==> config.mk <==
export PLATFORM = sky130hd
export DESIGN_NAME = pkt_meta_gen
export DESIGN_NICKNAME = d
export VERILOG_FILES = /design/src/rtl/pmg_pkg.sv /design/src/rtl/pmg_sync_fifo.sv /design/src/rtl/pkt_meta_gen.sv
export SDC_FILE = /design/constraint.sdc
export NUM_CORES = 2
export LEC_CHECK = 0
export ABC_AREA = 1
export ABC_CLOCK_PERIOD_IN_PS = 108800
export CORE_ASPECT_RATIO = 1.25
export CORE_UTILIZATION = 25
export DETAILED_ROUTE_END_ITERATION = 6
export PLACE_DENSITY = 0.52
export SKIP_CTS_REPAIR_TIMING = 1
export SYNTH_ARGS = -nofsm -noshare
export SYNTH_HDL_FRONTEND = slang
export SYNTH_SLANG_ARGS = --single-unit
==> constraint.sdc <==
create_clock -name clk -period 108.8 [get_ports clk]
set_clock_uncertainty 0.05 [all_clocks]
set_input_delay 21.76 -clock clk [delete_from_list [all_inputs] [get_ports clk]]
set_output_delay 21.76 -clock clk [all_outputs]
set_load 0.02 [all_outputs]
==> src/rtl/pmg_pkg.sv <==
// pmg_pkg: shared types and constants for the packet metadata generator.
//   pmg_meta_t  - metadata token (pkt_id, len, flits, ts, trunc, oversize)
//   pmg_state_e - packet-framing FSM states
//   BYTES_PER_FLIT, FLIT_CNT_W - default flit geometry and flit-count width
package pmg_pkg;

   localparam int PMG_DATA_W     = 512;
   localparam int PMG_LEN_W      = 16;
   localparam int BYTES_PER_FLIT = PMG_DATA_W / 8;
   localparam int FLIT_CNT_W     = 10;

   localparam logic [FLIT_CNT_W-1:0] FLIT_CNT_MAX = '1;

   typedef enum logic {
      IDLE   = 1'b0,
      IN_PKT = 1'b1
   } pmg_state_e;

   typedef struct packed {
      logic [15:0]            pkt_id;
      logic [PMG_LEN_W-1:0]   len;
      logic [FLIT_CNT_W-1:0]  flits;
      logic [31:0]            ts;
      logic                   trunc;
      logic                   oversize;
   } pmg_meta_t;

endpackage

==> src/rtl/pmg_sync_fifo.sv <==
// pmg_sync_fifo: single-clock first-word-fall-through FIFO.
//   clk, rst_n        - clock, asynchronous active-low reset (flushes pointers)
//   wr_en_i/wr_data_i - push; accepted when not full, or when full with a pop
//   rd_en_i/rd_data_o - pop; rd_data_o shows the head entry while not empty
//   full_o, empty_o, count_o - occupancy status
module pmg_sync_fifo #(
   parameter int WIDTH = 8,
   parameter int DEPTH = 8,
   localparam int AW   = $clog2(DEPTH)
) (
   input  logic             clk,
   input  logic             rst_n,
   input  logic             wr_en_i,
   input  logic [WIDTH-1:0] wr_data_i,
   input  logic             rd_en_i,
   output logic [WIDTH-1:0] rd_data_o,
   output logic             full_o,
   output logic             empty_o,
   output logic [AW:0]      count_o
);

   logic [WIDTH-1:0] mem_q [DEPTH];
   logic [AW-1:0]    wr_ptr_q, rd_ptr_q;
   logic [AW:0]      count_q;
   logic             wr_ok, rd_ok;

   // A push into a full FIFO is legal when the head leaves in the same cycle.
   assign wr_ok = wr_en_i & (~full_o | rd_en_i);
   assign rd_ok = rd_en_i & ~empty_o;

   always_ff @(posedge clk or negedge rst_n) begin
      if (!rst_n) begin
         wr_ptr_q <= '0;
         rd_ptr_q <= '0;
         count_q  <= '0;
      end else begin
         if (wr_ok) wr_ptr_q <= wr_ptr_q + AW'(1);
         if (rd_ok) rd_ptr_q <= rd_ptr_q + AW'(1);
         count_q <= count_q + (AW+1)'(wr_ok) - (AW+1)'(rd_ok);
      end
   end

   always_ff @(posedge clk) begin
      if (wr_ok) mem_q[wr_ptr_q] <= wr_data_i;
   end

   assign rd_data_o = mem_q[rd_ptr_q];
   assign count_o   = count_q;
   assign full_o    = (count_q == (AW+1)'(DEPTH));
   assign empty_o   = (count_q == '0);

endmodule

==> src/rtl/pkt_meta_gen.sv <==
// pkt_meta_gen: forwards an Avalon-ST packet stream to the parser and emits
// one metadata token per packet on a separate FWFT stream.
//   clk, rst_n           - clock, asynchronous active-low reset
//   in_pkt_*             - ingress flit stream (data/valid/ready/sop/eop/empty)
//   out_pkt_*            - forwarded flit stream, 1-cycle latency via skid buffer
//   out_meta_*           - metadata token stream (pmg_meta_t)
//   stats_pkt            - tokens pushed (packets completed or truncated)
//   stats_drop_flit      - non-SOP flits discarded while idle
module pkt_meta_gen
   import pmg_pkg::*;
#(
   parameter int DATA_W     = PMG_DATA_W,
   parameter int EMPTY_W    = 6,
   parameter int META_DEPTH = 8,
   parameter int LEN_W      = PMG_LEN_W
) (
   input  logic               clk,
   input  logic               rst_n,
   input  logic [DATA_W-1:0]  in_pkt_data,
   input  logic               in_pkt_valid,
   output logic               in_pkt_ready,
   input  logic               in_pkt_sop,
   input  logic               in_pkt_eop,
   input  logic [EMPTY_W-1:0] in_pkt_empty,
   output logic [DATA_W-1:0]  out_pkt_data,
   output logic               out_pkt_valid,
   input  logic               out_pkt_ready,
   output logic               out_pkt_sop,
   output logic               out_pkt_eop,
   output logic [EMPTY_W-1:0] out_pkt_empty,
   output pmg_meta_t          out_meta_data,
   output logic               out_meta_valid,
   input  logic               out_meta_ready,
   output logic [31:0]        stats_pkt,
   output logic [31:0]        stats_drop_flit
);

   localparam int BPF = DATA_W / 8;
   localparam int FW  = DATA_W + EMPTY_W + 2;
   localparam int MAW = $clog2(META_DEPTH);

   typedef logic [LEN_W:0] acc_t;

   // Byte accumulator step; saturates so a long packet cannot wrap back
   // into the legal length range.
   function automatic acc_t add_flit_bytes(input acc_t a);
      logic [LEN_W+1:0] s;
      s = {1'b0, a} + (LEN_W+2)'(BPF);
      return s[LEN_W+1] ? '1 : s[LEN_W:0];
   endfunction

   // Returns {oversize, len}: anything above the LEN_W range clamps to all-ones.
   function automatic acc_t sat_len(input acc_t bytes, input logic [EMPTY_W-1:0] empty);
      acc_t r;
      r = bytes - (LEN_W+1)'(empty);
      return r[LEN_W] ? '1 : r;
   endfunction

   function automatic pmg_meta_t make_tok(input acc_t bytes, input logic [EMPTY_W-1:0] empty,
                                          input logic [FLIT_CNT_W-1:0] flits,
                                          input logic [31:0] ts, input logic trunc);
      pmg_meta_t t;
      acc_t      l;
      l          = sat_len(bytes, empty);
      t.pkt_id   = '0;
      t.len      = l[LEN_W-1:0];
      t.flits    = flits;
      t.ts       = ts;
      t.trunc    = trunc;
      t.oversize = l[LEN_W];
      return t;
   endfunction

   pmg_state_e            state_q, state_d;
   logic [FLIT_CNT_W-1:0] cnt_q, cnt_d, cnt_inc;
   acc_t                  acc_q, acc_d, acc_inc, first_bytes;
   logic [31:0]           sts_q, sts_d;
   pmg_meta_t             pend_q, pend_d, push_tok;
   logic                  pend_vld_q, pend_vld_d;
   logic [31:0]           ts_q, stats_pkt_q, stats_drop_q;
   logic [15:0]           pkt_id_q;
   logic                  run_q;
   logic                  out_vld_q, skid_vld_q;
   logic [FW-1:0]         out_flit_q, skid_flit_q, in_flit;
   logic                  in_acc, fwd, drop, push, out_pop;
   logic                  fifo_full, fifo_empty;
   logic [MAW:0]          meta_cnt;

   assign in_flit     = {in_pkt_data, in_pkt_sop, in_pkt_eop, in_pkt_empty};
   assign out_pop     = out_vld_q & out_pkt_ready;
   assign cnt_inc     = (cnt_q == FLIT_CNT_MAX) ? cnt_q : cnt_q + FLIT_CNT_W'(1);
   assign acc_inc     = add_flit_bytes(acc_q);
   assign first_bytes = add_flit_bytes('0);

   // run_q holds ready low for the first cycle out of reset. pend_vld_q stalls
   // ingress while a second token from the same flit waits for its FIFO slot.
   assign in_pkt_ready = run_q & ~skid_vld_q & ~pend_vld_q
                       & (meta_cnt != (MAW+1)'(META_DEPTH));
   assign in_acc       = in_pkt_valid & in_pkt_ready;

   always_comb begin
      state_d    = state_q;
      cnt_d      = cnt_q;
      acc_d      = acc_q;
      sts_d      = sts_q;
      pend_d     = pend_q;
      pend_vld_d = pend_vld_q;
      fwd        = 1'b0;
      drop       = 1'b0;
      push       = 1'b0;
      push_tok   = '0;
      if (pend_vld_q) begin
         if (!fifo_full) begin
            push       = 1'b1;
            push_tok   = pend_q;
            pend_vld_d = 1'b0;
         end
      end else if (in_acc) begin
         unique case (state_q)
            IDLE: begin
               if (in_pkt_sop) begin
                  fwd   = 1'b1;
                  cnt_d = FLIT_CNT_W'(1);
                  acc_d = first_bytes;
                  sts_d = ts_q;
                  if (in_pkt_eop) begin
                     push     = 1'b1;
                     push_tok = make_tok(first_bytes, in_pkt_empty, FLIT_CNT_W'(1), ts_q, 1'b0);
                  end else begin
                     state_d = IN_PKT;
                  end
               end else begin
                  drop = 1'b1;
               end
            end
            IN_PKT: begin
               fwd = 1'b1;
               if (in_pkt_sop) begin
                  // Missing EOP: close the open packet as truncated, restart on this flit.
                  push     = 1'b1;
                  push_tok = make_tok(acc_q, '0, cnt_q, sts_q, 1'b1);
                  cnt_d    = FLIT_CNT_W'(1);
                  acc_d    = first_bytes;
                  sts_d    = ts_q;
                  if (in_pkt_eop) begin
                     pend_d     = make_tok(first_bytes, in_pkt_empty, FLIT_CNT_W'(1), ts_q, 1'b0);
                     pend_vld_d = 1'b1;
                     state_d    = IDLE;
                  end
               end else begin
                  cnt_d = cnt_inc;
                  acc_d = acc_inc;
                  if (in_pkt_eop) begin
                     push     = 1'b1;
                     push_tok = make_tok(acc_inc, in_pkt_empty, cnt_inc, sts_q, 1'b0);
                     state_d  = IDLE;
                  end
               end
            end
            default: state_d = IDLE;
         endcase
      end
      push_tok.pkt_id = pkt_id_q;
   end

   always_ff @(posedge clk or negedge rst_n) begin
      if (!rst_n) begin
         state_q      <= IDLE;
         pend_vld_q   <= 1'b0;
         ts_q         <= '0;
         pkt_id_q     <= '0;
         stats_pkt_q  <= '0;
         stats_drop_q <= '0;
         run_q        <= 1'b0;
         out_vld_q    <= 1'b0;
         skid_vld_q   <= 1'b0;
      end else begin
         state_q    <= state_d;
         pend_vld_q <= pend_vld_d;
         ts_q       <= ts_q + 32'd1;
         run_q      <= 1'b1;
         if (push) begin
            pkt_id_q    <= pkt_id_q + 16'd1;
            stats_pkt_q <= stats_pkt_q + 32'd1;
         end
         if (drop) stats_drop_q <= stats_drop_q + 32'd1;
         // Output register refills from the skid entry first, then from ingress.
         if (!out_vld_q || out_pop) begin
            out_vld_q  <= skid_vld_q | fwd;
            skid_vld_q <= 1'b0;
         end else begin
            skid_vld_q <= skid_vld_q | fwd;
         end
      end
   end

   always_ff @(posedge clk) begin
      cnt_q  <= cnt_d;
      acc_q  <= acc_d;
      sts_q  <= sts_d;
      pend_q <= pend_d;
      if (!out_vld_q || out_pop) out_flit_q <= skid_vld_q ? skid_flit_q : in_flit;
      if (out_vld_q && !out_pop && !skid_vld_q) skid_flit_q <= in_flit;
   end

   assign {out_pkt_data, out_pkt_sop, out_pkt_eop, out_pkt_empty} = out_flit_q;
   assign out_pkt_valid   = out_vld_q;
   assign out_meta_valid  = ~fifo_empty;
   assign stats_pkt       = stats_pkt_q;
   assign stats_drop_flit = stats_drop_q;

   pmg_sync_fifo #(
      .WIDTH ($bits(pmg_meta_t)),
      .DEPTH (META_DEPTH)
   ) u_meta_fifo (
      .clk       (clk),
      .rst_n     (rst_n),
      .wr_en_i   (push),
      .wr_data_i (push_tok),
      .rd_en_i   (out_meta_ready),
      .rd_data_o (out_meta_data),
      .full_o    (fifo_full),
      .empty_o   (fifo_empty),
      .count_o   (meta_cnt)
   );

endmodule
==> flow_summary.yaml <==
grt:
  grt_pass1_vias: 48100
  grt_pass1_wl_mm: 394
  antenna_found_initial: 161
  grt_use_total: 0.192
  gr-total-overflow: 0
  grt_max_degree: 182
cts:
  cts_sinks: 1873
  htreeDepth: 4
  cts.clk_slew.worst_paths_ps: 60
  cts.path.max_buffers: 4
  insertion_delay_ps: 870
  cts_root_buffer: "clkbuf_16"
  cts_tree: "built"
  cts_made_buffers: 205
yosys:
  synth_seq_area_share: 0.764
  synthFlopType: "edfxtp_1"
  yosys_warnings: 0
  netlist_area_um2: 72800
  synth_top_area_frac: 0.721
  synth_seq_cells: 1873
  synthArstFlopShare: 0.0678
  synth_cell_type_count: 47
  synth_edf_count: 1746
  synth_largest_area_cell: "edfxtp_1"
  postSynthCellCount: 5812
  syn-num-nets: 6360
  syn_avg_cell_area_um2: 12.5
  synth_area_leaders: "edfxtp_1 72%, nand2_1 9.8%, dfrtp_1 4.4%"
finish:
  layout-drive-gt1-share: 0.0590
  layout_common_cells: "1895 x nand2_1, 1746 x edfxtp_1, 1186 x clkdlybuf4s50_1"
  stdcell_count: 11000
  nNetsFinal: 7554
  final_area_um2: 95800
  syn_to_final_growth_pct: 31.6
  layout_commonest_cell: "nand2_1"
  n_fill_cell: 28700
critical_path:
  cp_slowest_stage_delay_ps: 930
  cp-start-kind: "flip-flop"
  crit_top_cell: "buf_4"
  worstPathArrival_ps: 5610
  critPathKind: "flip-flop to output pin"
  crit_chain: "inv_6 > buf_4 > buf_4 > o21ai_0 > o22ai_1 > nor2_1 > a31oi_1 > clkdlybuf4s50_1"
  critPathRequiredTime_ps: 86990
  end_kind: "output pin"
  crit_slowest_cell: "buf_4"
  crit_fanout: 115
power:
  power_density_nw_per_um2: 22.8
  peakVddDrop_mv: 0.0186
  leakage_nw: 35.2
place:
  finalWeightedCongestion: 0.936
  dpl.cell_count: 10600
  io_buffers: 1187
  dp_hpwl_mm: 216
  post_dp_cell_area_um2: 89000
routing:
  maxUsedRoutingLayer: "met5"
  postRouteAntennaNets: 0
  wl_met3_mm: 24.7
  drt-initial-drc-count: 4020
  drt-total-wl_mm: 291
  via_per_inst: 4.48
  dr_total_vias: 49300
  avgRoutedWirePerCell_um: 26.5
  drcViolationCount: 0
  met1_length_mm: 107
  drtPass1Iterations: 5
  wl_met2_mm: 145
floorplanning:
  io_pins: 1188
  dieArea_um2: 293000
  rows: 221
  start_util: 0.251
  coreArea_um2: 290000
  dieWidth_um: 485
  die_y_um: 605
sta:
  final_hold_viol_count: 0
  setup_viol: 0
  slew_viol_final: 0
  worstMarginPinSlew_ps: 1390
  fin_crit_ps: 27420
  rsz0062_at_grt: "false"
  fin_crit_sh: 0.252
  slew_headroom: 0.0623
  fmax_ghz: 0.0365
  finalSetupTns_ps: 0
worst_hold_path:
  hp-class: "flip-flop to flip-flop"
run:
  drv_cap: 0
status:
  status: "complete, no violations"
-- cells by family after synthesis --
kind of cell,Yosys count,share of synthesized area
AO/OA/AOI/OAI,618,0.0460
XOR/XNOR,120,0.0144
adder cells (fa/ha/maj),23,0.00416
buffers and inverters,418,0.0223
flip-flops,1873,0.764
other,1,0.0000515
AND/OR/NAND/NOR,2759,0.149
-- stage by stage --
| step | util | power (W) | hold slack (ps) | worst slack (ps) |
|---|---|---|---|---|
| 2_1_floorplan | - | 0.00124 | 414 | 34350 |
| 3_3_place_gp | 0.307 | 0.00150 | 411 | 81750 |
| 3_5_place_dp | 0.307 | 0.00150 | 418 | 81770 |
| 4_1_cts | 0.330 | 0.00222 | 426 | 81290 |
| 5_1_grt | 0.330 | 0.00227 | 443 | 80950 |
| 6_report | 0.331 | 0.00219 | 414 | 81380 |
-- area by class of cell --
cell class | instances | area [um^2] | share of cell area
multi-input cells | 3521 | 15600 | 0.163
clock buffers | 248 | 5330 | 0.0557
inverters | 157 | 629 | 0.00657
clock inverters | 120 | 1330 | 0.0139
well taps | 3791 | 4740 | 0.0495
repair buffers | 1248 | 12400 | 0.129
diodes | 41 | 103 | 0.00107
flip-flops and latches | 1873 | 55600 | 0.581
-- flip-flops by register name, indices dropped and copies added (netlist names), 4 cells and up --
register,flops
pkt_id_q,16
skid_flit_q,520
ts_q,32
u_meta_fifo.count_o,4
acc_q,17
out_flit_q,520
sts_q,32
u_meta_fifo.mem_q,608
stats_drop_flit,32
pend_q,39
cnt_q,10
stats_pkt,32
-- metal layers --
layer	vias up	track usage
li1	22500	-
met1	24300	0.213
met2	1813	0.333
met3	562	0.0638
met4	128	0.0814
met5	-	0
-- power by group --
| part | internal (W) | leakage, nW | switching, W |
|---|---|---|---|
| Clock | 0.000409 | 3.23 | 0.000300 |
| Combinational | 0.000186 | 13.5 | 0.000346 |
| Sequential | 0.000886 | 18.4 | 0.0000595 |
| Total | 0.00148 | 35.2 | 0.000705 |
-- critical path: cells and delay by family (launching register included) --
family	cells	cell delay, ps
AO/OA/AOI/OAI	3	760
flip-flops	1	710
AND/OR/NAND/NOR	1	50
buffers and inverters	4	3030
-- cell usage after synthesis (6+ instances only) --
cell / n
nor2_1: 676
nand2_1: 1896
nor3_1: 38
nand2_2: 7
edfxtp_1: 1746
clkbuf_1: 218
nand4_1: 30
nand3_1: 52
buf_2: 28
dfrtp_1: 127
o31ai_1: 15
o21ai_1: 6
nor2_2: 11
nand2_4: 6
a31oi_1: 78
nor3_2: 6
inv_1: 149
xor2_1: 88
a21oi_1: 23
o22ai_1: 77
nor4_1: 18
xnor2_1: 32
buf_1: 14
ha_1: 21
o21ai_0: 411
-- path summary, 6_finish.rpt --
kind	startpoint	endpoint	slack, ps	cells after the start
worst max-delay path	u_meta_fifo.rd_ptr_q[0]$_DFFE_PN0P_	out_meta_data[9]	81380	8
worst min-delay path	skid_flit_q[284]$_DFFE_PP_	out_flit_q[284]$_DFFE_PP_	410	2
worst max register to register	skid_vld_q$_DFF_PN0_	u_meta_fifo.mem_q[2][19]$_DFFE_PP_	103250	12
worst min register to register	skid_flit_q[284]$_DFFE_PP_	out_flit_q[284]$_DFFE_PP_	410	2
max in group asynchronous	rst_n	u_meta_fifo.rd_ptr_q[1]$_DFFE_PN0P_	86240	2
min in group asynchronous	rst_n	stats_drop_flit[27]$_DFFE_PN0P_	20850	1
Note: power is estimated with default switching activity, not from simulation.
